**src/rtl/prog_loader.sv**
```systemverilog
// prog_loader: writes a framed (length, data, checksum) byte stream into program memory
// from address 0 and holds the uP in reset until a load completes with a good checksum.
`default_nettype none

module prog_loader #(
  parameter int ADDR_W = 12,
  parameter int DATA_W = 8
) (
  input  logic              clock,
  input  logic              reset,
  input  logic              start,
  input  logic [7:0]        in_data,
  input  logic              in_valid,
  output logic              in_ready,
  output logic              mem_we,
  output logic [ADDR_W-1:0] mem_addr,
  output logic [DATA_W-1:0] mem_wdata,
  output logic              cpu_hold,
  output logic              busy,
  output logic              done,
  output logic              error,
  output logic [ADDR_W-1:0] byte_count
);

  typedef enum logic [2:0] {
    S_IDLE   = 3'd0,
    S_LEN_HI = 3'd1,
    S_LEN_LO = 3'd2,
    S_DATA   = 3'd3,
    S_CHECK  = 3'd4,
    S_DONE   = 3'd5,
    S_ERROR  = 3'd6
  } state_t;

  state_t      state, state_nxt;
  logic [11:0] len;
  logic [7:0]  sum;
  logic        xfer;
  logic        last_data;

  always_ff @(posedge clock) begin
    if (!reset) state <= S_IDLE;
    else        state <= state_nxt;
  end

  always_comb begin
    state_nxt = state;
    in_ready  = (state == S_LEN_HI) || (state == S_LEN_LO) ||
                (state == S_DATA)   || (state == S_CHECK);
    xfer      = in_valid && in_ready;
    last_data = (byte_count + ADDR_W'(1)) == ADDR_W'(len);
    busy      = in_ready;
    cpu_hold  = in_ready || (state == S_ERROR);
    done      = (state == S_DONE);
    error     = (state == S_ERROR);

    // A start pulse overrides any byte offered in the same cycle.
    if (start) begin
      state_nxt = S_LEN_HI;
    end else if (xfer) begin
      case (state)
        S_LEN_HI: state_nxt = (in_data[7:4] != 4'h0) ? S_ERROR : S_LEN_LO;
        S_LEN_LO: state_nxt = ({len[11:8], in_data} == 12'd0) ? S_CHECK : S_DATA;
        S_DATA:   state_nxt = last_data ? S_CHECK : S_DATA;
        S_CHECK:  state_nxt = (in_data == sum) ? S_DONE : S_ERROR;
        default:  state_nxt = state;
      endcase
    end
  end

  always_ff @(posedge clock) begin
    if (!reset) begin
      len        <= 12'd0;
      sum        <= 8'd0;
      byte_count <= '0;
      mem_we     <= 1'b0;
      mem_addr   <= '0;
      mem_wdata  <= '0;
    end else begin
      mem_we <= 1'b0;
      if (start) begin
        len        <= 12'd0;
        sum        <= 8'd0;
        byte_count <= '0;
      end else if (xfer) begin
        case (state)
          S_LEN_HI: len[11:8] <= in_data[3:0];
          S_LEN_LO: len[7:0]  <= in_data;
          S_DATA: begin
            mem_we     <= 1'b1;
            mem_addr   <= byte_count;
            mem_wdata  <= DATA_W'(in_data);
            byte_count <= byte_count + ADDR_W'(1);
            sum        <= sum + in_data;
          end
          default: ;
        endcase
      end
    end
  end

endmodule

`default_nettype wire

```
**config.mk**
```make
export PLATFORM = sky130hd
export DESIGN_NAME = prog_loader
export DESIGN_NICKNAME = d
export VERILOG_FILES = /design/src/rtl/prog_loader.sv
export SDC_FILE = /design/constraint.sdc
export NUM_CORES = 1
export LEC_CHECK = 0
export CELL_PAD_IN_SITES_DETAIL_PLACEMENT = 0
export CELL_PAD_IN_SITES_GLOBAL_PLACEMENT = 1
export CORE_MARGIN = 1.5
export CORE_UTILIZATION = 43
export DETAILED_ROUTE_END_ITERATION = 7
export PLACE_DENSITY = 0.93
export SYNTH_ARGS = -nofsm -noshare
export SYNTH_HDL_FRONTEND = slang
export SYNTH_SLANG_ARGS = --single-unit
```
**constraint.sdc**
```tcl
create_clock -name clock -period 5.4 [get_ports clock]
set_input_delay 1.08 -clock clock [delete_from_list [all_inputs] [get_ports clock]]
set_output_delay 1.08 -clock clock [all_outputs]
set_load 0.01 [all_outputs]
```
=== Word-level counts from Yosys, hierarchy flattened ===
Cells that the tools add are included.

* Input bits: 12
* Output and inout port bits: 38
* Bits in registers: 56

* Equal/unequal tests: 8
* Reduce and logical (&&, ||, !) cells: 18
* Add/sub/neg operators: 2
* Multiplexer cells: 8
* Bitwise operators: 3

{| class="wikitable"
|+ Operator list
! operator !! count
|-
| 12-bit by 1-bit adder with 12-bit output, second input constant || 1
|-
| 12-bit == test || 1
|-
| 12-bit logical NOT || 1
|-
| 3-bit one-hot mux with 4 select lines || 1
|-
| 2-bit AND reduction || 5
|-
| 3-bit == test, second input constant || 3
|-
| 3-bit 2-to-1 mux || 3
|-
| 8-bit adder || 1
|-
| 8-bit == test || 1
|-
| 4-bit nonzero test || 2
|-
| 3-bit by 2-bit == test with 1-bit output, second input constant || 2
|-
| 5-bit nonzero test || 1
|-
| 1-bit logical OR || 4
|-
| 3-bit by 1-bit == test with 1-bit output, second input constant || 1
|-
| 1-bit 2-to-1 mux || 3
|-
| 1-bit NOT || 3
|-
| 3-bit AND reduction || 1
|-
| 3-bit OR reduction || 1
|-
| 2-bit 2-to-1 mux || 1
|-
| 2-bit nonzero test || 1
|-
| 2-bit OR reduction || 1
|-
| 1-bit logical AND || 1
|}

=== Depth between registers and ports, before layout ===
* Word-level depth: 7
* Depth in mapped cells: 9
* Depth with buffers taken out: 9

=== Worst setup path before layout ===
No wires, ideal clock.

* Path kind: input to register
* From: input in_data[3]
* To: register sum[7]
* Stages: 7
* Required time: 5,330 ps
* Slack: 2,881 ps
* Path buffers: 0
* Library setup time: 70 ps
* Arrival: 2,449 ps
* Path through: ha_1 > nand3_1 > o2111a_1 > nor3_1 > xnor2_1 > or3_1 > a21oi_1

* Word-level cells in the longest chain between the ends: 1

{| class="wikitable"
|+ Ends and longest elaborated chain
! item !! RTL line !! source
|-
| start, declared || 12 || <nowiki>input logic [7:0] in_data,</nowiki>
|-
| 8-bit adder || 94 || <nowiki>sum <= sum + in_data;</nowiki>
|-
| end signal, assigned || 94 ||
|-
| end, declared || 37 || <nowiki>logic [7:0] sum;</nowiki>
|}

Every way passes these cells.
A chain may end at the register's enable or synchronous reset.

=== Worst setup path in the final report ===
* From: register state[0]
* To: output cpu_hold

* Word-level cells in the longest chain between the ends: 5
* Elaborated cells between the ends (all ways): 9
* Those cells by class: eq/ne (5); reduce/logical (4)

{| class="wikitable"
|+ Ends and longest elaborated chain
! item !! RTL line !! source
|-
| start, declared || 35 || <nowiki>state_t state, state_nxt;</nowiki>
|-
| start signal, assigned || 43 || <nowiki>else state <= state_nxt;</nowiki>
|-
| 3-bit by 1-bit == test with 1-bit output or 3-bit by 2-bit == test with 1-bit output (tied branches) || 48 || <nowiki>in_ready = (state == S_LEN_HI) || (state == S_LEN_LO) ||</nowiki>
|-
| 1-bit logical OR (2 in series) || 48 ||
|-
| 1-bit logical OR || 49 || <nowiki>(state == S_DATA) || (state == S_CHECK);</nowiki>
|-
| 1-bit logical OR (*) || 53 || <nowiki>cpu_hold = in_ready || (state == S_ERROR);</nowiki>
|-
| end, declared || 18 || <nowiki>output logic cpu_hold,</nowiki>
|}

Mark *: on every way between the ends. The rest lies on a longest branch, timed or not.

==> metrics.yaml <==
status: "completed"
cp-end-kind: "output port"
hold_viol: 0
yosys.area.top_type: "dfxtp_1"
setup-violations-final: 0
start_kind: "flop"
p_leak_nw: 1.213
gp_congestion: 0.8576
required_ns: 4.32
avgSynthCellArea_sq_um: 8.308
drt_iter0_markers: 113
cts-root-buf: "clkbuf_8"
vias_per_cell: 5.420
setup_tns_ns: 0
drive_gt1_frac: 0.04822
power_density_mw_per_mm2: 201.7
grt_pass1_vias: 2429
antenna_found_initial: 0
grt_pass1_wl_mm: 11.52
insertion_delay_ns: 0.31
placementRows: 30
cts_inserted_buffers: 5
cts_tree: "done"
io_buffers: 49
drt-wirelength-per-cell_microns: 14.62
critPathMaxFanout: 13
synth_cell_types: 53
slew_violations: 0
grt.overflow.total: 0
dieArea_sq_mm: 0.007485
mostFrequentLayoutCell: "nand2_1"
io-pin-count: 50
fin_worst_skew_ns: 0.004663
syn_nets: 382
grt_max_degree: 35
dp_hpwl_mm: 4.944
synthDominantCellAreaShare: 0.3738
globalRouteTotalUtil: 0.1959
drv.max_cap_violation_count: 0
htreeDepth: 2
dieHeight_microns: 86.52
drt_first_pass_iters: 4
slew_headroom: 0.4433
post_cts_resize_count: 0
fp.dieW_microns: 86.52
coreArea_sq_mm: 0.006756
layout_common_cells: "61 x nand2_1, 56 x dfxtp_1, 49 x clkdlybuf4s50_1"
syn_inst: 361
cp.arrival_ns: 2.00
cts_hold_buf: 0
ys_top_cells_by_area: "dfxtp_1 37%, nand2_1 7.6%, a21boi_0 5.3%, xnor2_1 5.0%, mux2i_1 4.0%"
cts_setup_buffers: 0
syn_area_sq_mm: 0.002999
drc: 0
clockBufferDepth: 2
criticalPathCategory: "flop to output port"
hp-class: "flop to flop"
antenna_cells: 0
synth_enable_flop_cells: 0
fin_crit_ns: 3.076
start_util: 0.4439
clock-sinks: 56
synth-seq-cells: 56
synth-async-reset-ratio: 0
wl_mm: 6.932
clk_pin_slew_ns: 0.10
fin_util: 0.5313
peakVddDrop_v: 0.0001187
area_growth_pct: 19.69
num_vias: 2569
timing.final.crit_share: 0.5696
rsz0062_at_grt: "no"
tightest_slew_ns: 0.8325
ant_nets: 0
ys_seq_area_frac: 0.3738
n_fill_cell: 665
ys.flop_type: "dfxtp_1"
max_freq_mhz: 325.1
ys_warn_count: 0
final_nets: 414
p_total_mw: 0.7240
## per-layer routing
| metal | up-vias | GRT usage | part of all wire |
|---|---|---|---|
| li1 | 1300 | - | - |
| met1 | 1208 | 0.2543 | 0.48 |
| met2 | 57 | 0.3409 | 0.48 |
| met3 | 4 | 0.03333 | 0.039 |
| met4 | 0 | 0.04399 | 0.0085 |
| met5 | - | 0 | 0 |
## per-stage QoR
stage / instances / area (sq um) / setup slack (ns) / hold WS, ns
detailed placement: 466 / 3492 / 2.020 / 0.4528
finish: 474 / 3590 / 2.324 / 0.4650
CTS: 474 / 3590 / 2.318 / 0.4657
floorplan: 361 / 2999 / 2.881 / 0.4356
global route: 474 / 3590 / 2.181 / 0.4737
global placement: 466 / 3492 / 2.076 / 0.4422
## sequential cells by signal (all words and copies together) (netlist names)
register    flops
mem_addr       12
len            12
mem_we          1
sum             8
byte_count     12
state           3
mem_wdata       8
## power by group
part           total (mW)  switching, mW  internal, mW
registers           0.420        0.00524         0.415
logic              0.0646         0.0337        0.0309
clock network       0.239          0.135         0.104
total               0.724          0.174         0.550
## cell type report
class | instances | area, sq um | share of cell area
inverters | 7 | 26.28 | 0.007320
well taps | 80 | 100.1 | 0.02788
multi-input cells | 270 | 1724 | 0.4803
repair buffers | 53 | 520.5 | 0.1450
flip-flops and latches | 56 | 1121 | 0.3123
clock inverters | 2 | 15.01 | 0.004183
clock buffers | 6 | 82.58 | 0.02300
## kinds of logic (layout without fill, tap and decap cells)
kind of cell,after synthesis,count (layout),synth area share
flops,56,56,0.3738
compound gates,61,61,0.1418
fa+ha+maj,9,9,0.04005
buf+inv,35,68,0.05131
simple gates,160,160,0.2712
xor+xnor,28,28,0.08177
mux,12,12,0.04005
## synthesized netlist by cell type (all sizes together) (4+ instances only)
cell and n:
a21boi 21, nor3 9, nand2 61, or3 4
and3 4, buf 9, inv 7, nor2 32
clkbuf 19, mux2i 12, ha 8, nor2b 4
dfxtp 56, nor4 5, nand3 15, xor2 11
o21ai 6, xnor2 17, a21oi 16
## final timing paths
| kind | start | end | slack (ns) | cells past startpoint |
|---|---|---|---|---|
| max | state[0] | cpu_hold | 2.32 | 4 |
| min | sum[3] | sum[3] | 0.47 | 2 |
| max reg2reg | byte_count[0] | state[0] | 2.97 | 7 |
| min reg2reg | sum[3] | sum[3] | 0.47 | 2 |
## critical path, stage by stage (launching register included)
cell	delay [ns]
dfxtp_1	0.60
nor2_1	0.11
xnor2_1	0.28
or2_2	0.17
clkdlybuf4s50_1	0.52
Power figures use the tool's default switching activity.
